## src/rtl/adder_pkg.sv

```systemverilog
// Shared definitions for the bit-serial adder: FSM state encoding and the
// supported operand width range.
package adder_pkg;

    localparam int WIDTH_MIN = 2;
    localparam int WIDTH_MAX = 32;

    typedef enum logic [1:0] {
        ST_IDLE  = 2'd0,
        ST_SHIFT = 2'd1,
        ST_DONE  = 2'd2
    } state_e;

endpackage : adder_pkg

```

## src/rtl/full_adder.sv

```systemverilog
// Combinational full adder built from two half adders; the two partial carries
// can never both be set, so an OR merges them.
module full_adder (
    input  logic x,
    input  logic y,
    input  logic ci,
    output logic s,
    output logic co
);

    logic s0;
    logic c0;
    logic c1;

    half_adder u_ha0 (
        .x (x),
        .y (y),
        .s (s0),
        .c (c0)
    );

    half_adder u_ha1 (
        .x (s0),
        .y (ci),
        .s (s),
        .c (c1)
    );

    assign co = c0 | c1;

endmodule : full_adder

```

## src/rtl/half_adder.sv

```systemverilog
// Single-bit half adder cell: sum is the XOR, carry the AND of the two inputs.
module half_adder (
    input  logic x,
    input  logic y,
    output logic s,
    output logic c
);

    assign s = x ^ y;
    assign c = x & y;

endmodule : half_adder

```

## src/rtl/serial_adder.sv

```systemverilog
// Bit-serial WIDTH-bit adder: one operand bit pair per cycle, LSB first,
// through a single full adder with a registered carry.
module serial_adder
    import adder_pkg::*;
#(
    parameter int WIDTH = 8
) (
    input  logic             clk,
    input  logic             rst_n,
    input  logic             start,
    input  logic [WIDTH-1:0] a,
    input  logic [WIDTH-1:0] b,
    input  logic             cin,
    output logic             busy,
    output logic             done,
    output logic [WIDTH-1:0] sum,
    output logic             cout
);

    localparam int CNT_W = $clog2(WIDTH);
    localparam logic [CNT_W-1:0] CNT_LAST = CNT_W'(WIDTH - 1);

    if (WIDTH < WIDTH_MIN || WIDTH > WIDTH_MAX) begin : g_bad_width
        $error("serial_adder: WIDTH out of supported range");
    end

    // Handshake: start is sampled only in IDLE or DONE; the edge that sees it
    // captures a/b/cin. done pulses for one cycle when sum/cout become valid,
    // and busy covers exactly the WIDTH bit-add cycles in between.
    state_e             state_q, state_d;
    logic [WIDTH-1:0]   a_sr_q, a_sr_d;
    logic [WIDTH-1:0]   b_sr_q, b_sr_d;
    logic [WIDTH-1:0]   sum_q, sum_d;
    logic [CNT_W-1:0]   cnt_q, cnt_d;
    logic               carry_q, carry_d;
    logic               cout_q, cout_d;
    logic               accept;
    logic               fa_s;
    logic               fa_c;

    full_adder u_fa (
        .x  (a_sr_q[0]),
        .y  (b_sr_q[0]),
        .ci (carry_q),
        .s  (fa_s),
        .co (fa_c)
    );

    always_comb begin
        state_d = state_q;
        a_sr_d  = a_sr_q;
        b_sr_d  = b_sr_q;
        sum_d   = sum_q;
        cnt_d   = cnt_q;
        carry_d = carry_q;
        cout_d  = cout_q;
        accept  = 1'b0;

        case (state_q)
            ST_IDLE: begin
                accept = start;
            end
            ST_SHIFT: begin
                a_sr_d  = a_sr_q >> 1;
                b_sr_d  = b_sr_q >> 1;
                sum_d   = {fa_s, sum_q[WIDTH-1:1]};
                carry_d = fa_c;
                // Counter parks on the last index instead of wrapping.
                if (cnt_q == CNT_LAST) begin
                    cout_d  = fa_c;
                    state_d = ST_DONE;
                end else begin
                    cnt_d = cnt_q + 1'b1;
                end
            end
            ST_DONE: begin
                accept = start;
                if (!start) begin
                    state_d = ST_IDLE;
                end
            end
            default: begin
                state_d = ST_IDLE;
            end
        endcase

        if (accept) begin
            state_d = ST_SHIFT;
            a_sr_d  = a;
            b_sr_d  = b;
            carry_d = cin;
            cnt_d   = '0;
            sum_d   = '0;
            cout_d  = 1'b0;
        end
    end

    always_ff @(posedge clk) begin
        if (!rst_n) begin
            state_q <= ST_IDLE;
            a_sr_q  <= '0;
            b_sr_q  <= '0;
            sum_q   <= '0;
            cnt_q   <= '0;
            carry_q <= 1'b0;
            cout_q  <= 1'b0;
        end else begin
            state_q <= state_d;
            a_sr_q  <= a_sr_d;
            b_sr_q  <= b_sr_d;
            sum_q   <= sum_d;
            cnt_q   <= cnt_d;
            carry_q <= carry_d;
            cout_q  <= cout_d;
        end
    end

    assign busy = (state_q == ST_SHIFT);
    assign done = (state_q == ST_DONE);
    assign sum  = sum_q;
    assign cout = cout_q;

endmodule : serial_adder

```

## config.mk

```make
export PLATFORM = sky130hd
export DESIGN_NAME = serial_adder
export DESIGN_NICKNAME = d
export VERILOG_FILES = /design/src/rtl/adder_pkg.sv /design/src/rtl/full_adder.sv /design/src/rtl/half_adder.sv /design/src/rtl/serial_adder.sv
export SDC_FILE = /design/constraint.sdc
export NUM_CORES = 1
export LEC_CHECK = 0
export CORE_UTILIZATION = 52
export DETAILED_ROUTE_END_ITERATION = 8
export MAX_ROUTING_LAYER = met4
export PLACE_DENSITY = 0.82
export SLEW_MARGIN = 20
export SYNTH_ARGS = -nofsm -noshare
export SYNTH_HDL_FRONTEND = slang
export SYNTH_SLANG_ARGS = --single-unit
```

## constraint.sdc

```tcl
create_clock -name clk -period 4 [get_ports clk]
set_clock_uncertainty 0.2 [all_clocks]
set_input_delay 0.4 -clock clk [delete_from_list [all_inputs] [get_ports clk]]
set_output_delay 0.4 -clock clk [all_outputs]
set_load 0.02 [all_outputs]
```

# --- Word level (Yosys, flattened, before mapping) ---
# Cells that the tools add are included.
classes:
  add_sub_neg: 1
  n_eq_ne: 8
  mux: 11
  bitwise_logic: 8
  reduce_logical: 8
op_table:
  columns: ["cell", "count"]
  rows:
  - ["$mux W8", 4]
  - ["$pmux W2 S3", 1]
  - ["$reduce_and A3 Y1", 2]
  - ["$mux W1", 4]
  - ["$mux W2", 2]
  - ["$ne A2 B2 Y1 const B", 2]
  - ["$reduce_and A2 Y1", 2]
  - ["$reduce_or A2 Y1", 2]
  - ["$add A3 B1 Y3 const B", 1]
  - ["$eq A3 B3 Y1 const B", 1]
  - ["$ne A3 B1 Y1 const B", 1]
  - ["$ne A3 B2 Y1 const B", 1]
  - ["$not A1 Y1", 3]
  - ["$and A1 B1 Y1", 2]
  - ["$eq A2 B1 Y1 const B", 1]
  - ["$eq A2 B2 Y1 const B", 1]
  - ["$logic_not A2 Y1", 1]
  - ["$ne A2 B1 Y1 const B", 1]
  - ["$reduce_bool A2 Y1", 1]
  - ["$xor A1 B1 Y1", 2]
  - ["$or A1 B1 Y1", 1]
word_totals:
  register_bits: 31
  input_bits: 20
  wordCells: 44

# --- Longest topological paths before layout ---
logic_depth:
  word_depth: 5
  ltp_mapped: 5
  mapped_depth_nobuf: 5

# --- By module ---
# Synthesis repeated with hierarchy kept, for this count alone.
unflattened:
  hier_cells: 144
  area_unflattened_um2: 1371.3
by_module_without_submodules:
  columns: ["mod", "instances", "cells_per_inst", "area_per_inst_um2", "seq_area_each_um2"]
  rows:
  - ["serial_adder", 1, 141, 1340.0, 620.6]
  - ["half_adder", 2, 1, 12.5, 0.0]
  - ["full_adder", 1, 1, 6.3, 0.0]

# --- Least setup slack after synthesis ---
# OpenSTA, ideal clock, no wires.
synth_timing:
  path_type: "register to register"
  startpoint: "register cnt_q[0]"
  endpoint: "register cnt_q[0]"
  arrival_ns: 1.163
  setup_slack_ns: 2.523
  path_stages_with_launch: 6
  synth_period_minus_slack_ns: 1.477
  path_cell_list: "dfxtp_1 > ha_1 > ha_1 > nor3b_2 > xnor2_1 > nor2_1"
synth_via:
  elab_chain_cells: 3
  elab_cells_between_ends: 4
synth_lines:
  columns: ["element", "line_no", "source"]
  rows:
  - ["from (decl)", "serial_adder.sv:34", "logic [CNT_W-1:0] cnt_q, cnt_d;"]
  - ["from (signal assigned)", "serial_adder.sv:112", "cnt_q <= cnt_d;"]
  - ["parallel branches: the longest is 3 deep, another holds $add A3 B1 Y3", null, null]
# Several ways; the timed one is not identified.
# A chain may end at the register's enable or synchronous reset.

# --- Worst setup path after layout ---
layout_timing:
  startpoint: "register state_q[1]"
  endpoint: "output port busy"
layout_via:
  elab_chain_cells: 1
layout_lines:
  columns: ["element", "line_no", "source"]
  rows:
  - ["from (decl)", "serial_adder.sv:30", "state_e state_q, state_d;"]
  - ["from (signal assigned)", "serial_adder.sv:108", "state_q <= state_d;"]
  - ["$eq A2 B1 Y1", "serial_adder.sv:118", "assign busy = (state_q == ST_SHIFT);"]
  - ["to (decl)", "serial_adder.sv:14", "output logic busy,"]
# No other way between the ends.

==> flow_summary.json <==
{
  "finalSetupViolations": 0,
  "place_area_um2": 1590,
  "clock_sinks": 31,
  "finalWorstSetupSlack_ps": 1250,
  "max_freq_mhz": 363,
  "syn-mean-instance-area_um2": 9.49,
  "vdd_drop_max_mv": 0.407,
  "syn_nets": 165,
  "power_leakage_nw": 0.589,
  "total_power_mw": 0.670,
  "dieWidth_um": 52.9,
  "pwr-share-clk": 0.384,
  "p_int_mw": 0.508,
  "comb_power_share": 0.121,
  "swShare": 0.241,
  "std_cell_rows": 18,
  "coreArea_um2": 2450,
  "crit_buf_inv": 2,
  "yosysWarnings": 0,
  "cp_slowest_stage_delay_ps": 660,
  "fin_area_um2": 1680,
  "critical_path_class": "register to primary output",
  "ys_seq_area_frac": 0.461,
  "cts_setup_buffers": 0,
  "slew_violations": 0,
  "hold_class": "register to register",
  "drive_gt1_frac": 0.118,
  "cts_resized": 0,
  "die-area_um2": 2800,
  "syn_inst": 142,
  "setup.worst_path.start_class": "register",
  "synth.largest_area_cell": "dfxtp_1",
  "ctsHoldBuffers": 0,
  "hold_viol": 0,
  "area_growth_pct": 24.6,
  "ys_ff_latch": 31,
  "dr_total_vias": 1111,
  "gp_congestion": 0.665,
  "finalCritPeriodShare": 0.688,
  "p_seq_frac": 0.495,
  "die_y_um": 52.9,
  "clock_path_buffers": 2,
  "synthTopCellsByArea": "dfxtp_1 (46%), a22oi_1 (8.4%), nand3_1 (7.4%)",
  "synth_top_area_frac": 0.461,
  "cts_buffers": 5,
  "drv_cap": 0,
  "clk_latency_ps": 340,
  "cp-end-kind": "primary output",
  "placedCellCount": 191,
  "whs_ps": 270,
  "required_ps": 3400,
  "antenna_found_initial": 0,
  "stdcell_count": 199,
  "rsz0062_at_grt": "false",
  "finalCriticalPeriod_ps": 2750,
  "slowest_stage": "clkdlybuf4s50_1",
  "grt_max_degree": 30,
  "first_iter_violations": 20,
  "dr.pass1.iters": 4,
  "clockRootBuffer": "clkbuf_4",
  "drcViolationCount": 0,
  "floorplan.initialDensity": 0.549,
  "power_density_nw_per_um2": 399,
  "path_cells": "nand2b_2, inv_4, clkdlybuf4s50_1",
  "groute.usage.overall": 0.233,
  "clk_pin_slew_ps": 90,
  "path_max_fanout": 29,
  "tns_ps": 0,
  "num_antenna_cells": 0,
  "grt_pass1_vias": 1009,
  "dp_hpwl_um": 1790,
  "top_level_ports": 31,
  "fin_util": 0.684,
  "nets": 191,
  "crit_family": "buffers and inverters",
  "grt_pass1_wl_um": 4420,
  "tightest_slew_ps": 653,
  "slew_headroom": 0.563,
  "port_buffers": 30,
  "via_per_inst": 5.58,
  "wl_per_cell_um": 13.5,
  "p_sw_mw": 0.162,
  "grt_overflow_total": 0,
  "synth_cell_type_count": 27,
  "cts_tree": "yes",
  "syn-cell-area_um2": 1350,
  "detail-route-antenna-nets": 0,
  "ctsHtreeMaxLevel": 2,
  "post-place-ws_ps": 1640,
  "status": "finished, final reports clean",
  "cp_data_arrival_time_ps": 2150,
  "routed_wl_um": 2680
}
## path summary, 6_finish.rpt
check                           startpoint         to  slack (ps)  cells past startpoint
worst min-delay path             b_sr_q[7]  b_sr_q[7]         270                      2
worst max-delay path            state_q[1]       busy        1250                      3
worst max register to register  state_q[0]       cout        2200                      3
worst min register to register   b_sr_q[7]  b_sr_q[7]         270                      2
## Yosys cell counts
master,number
dfxtp_1,31
nor3b_2,1
fa_1,1
nand2b_1,1
nand3_1,20
clkbuf_1,2
a21boi_1,13
xnor2_1,1
buf_6,6
ha_1,2
a22oi_1,15
a21boi_0,2
nand2_2,1
buf_4,2
buf_2,2
nor2b_1,2
o21ai_0,3
o21ai_1,2
inv_1,1
nand2_1,18
a21oi_1,4
inv_4,1
o21a_1,1
a21oi_2,7
nor2_1,1
nand2b_2,1
and3_1,1
## final cells by class
type / instances / area (um2)
tap: 30 / 37.5
sequential: 31 / 621
multi-input combinational: 97 / 617
timing repair buffer: 31 / 308
clock inverter: 2 / 35.0
clock buffer: 6 / 51.3
fill: 213 / 776
inverter: 2 / 10.0
## power groups by stage
stage | clock (mW) | sequential, mW | combinational (mW)
detailed placement | 0 | 0.338 | 0.0813
floorplan | 0 | 0.337 | 0.0609
global route | 0.274 | 0.333 | 0.0902
CTS | 0.260 | 0.331 | 0.0814
finish | 0.257 | 0.331 | 0.0813
global placement | 0 | 0.337 | 0.0785
## layer usage
layer	global-route usage	wire length (um)
met5	-	0
met4	0.105	53
met3	0.0862	141
met2	0.365	1290
met1	0.263	1200
## cell families (layout without fill, tap and decap cells)
kind of cell / Yosys count / after routing / synth area share
adders and majority gates: 3 / 3 / 0.0334
AOI/OAI and AO/OA: 47 / 47 / 0.252
DFF: 31 / 31 / 0.461
buffers and inverters: 14 / 41 / 0.0817
and+or+nand+nor: 46 / 46 / 0.166
xor gates and xnor gates: 1 / 1 / 0.00650
## layout by cell type (no fill, tap or decap), types with 2 or more instances in the layout
master           Yosys  layout
ha_1                 2       2
nand2_1             18      18
nor2b_1              2       2
nand3_1             20      20
o21ai_0              3       3
o21ai_1              2       2
a21oi_1              4       4
a21boi_0             2       2
a21oi_2              7       7
clkbuf_4             0       5
dfxtp_1             31      31
a21boi_1            13      13
clkdlybuf4s50_1      0      30
a22oi_1             15      15
## flip-flops by register name (all words and copies together) (netlist names)
register  flops
cnt_q         3
b_sr_q        8
state_q       2
cout          1
sum           8
a_sr_q        8
carry_q       1
## worst register-to-register path: cells and delay by family, from the launching register on
| family | cells | cell delay [ps] |
|---|---|---|
| simple gates | 2 | 890 |
| flops | 1 | 410 |
| compound gates | 1 | 230 |
Power figures use the tool's default switching activity.
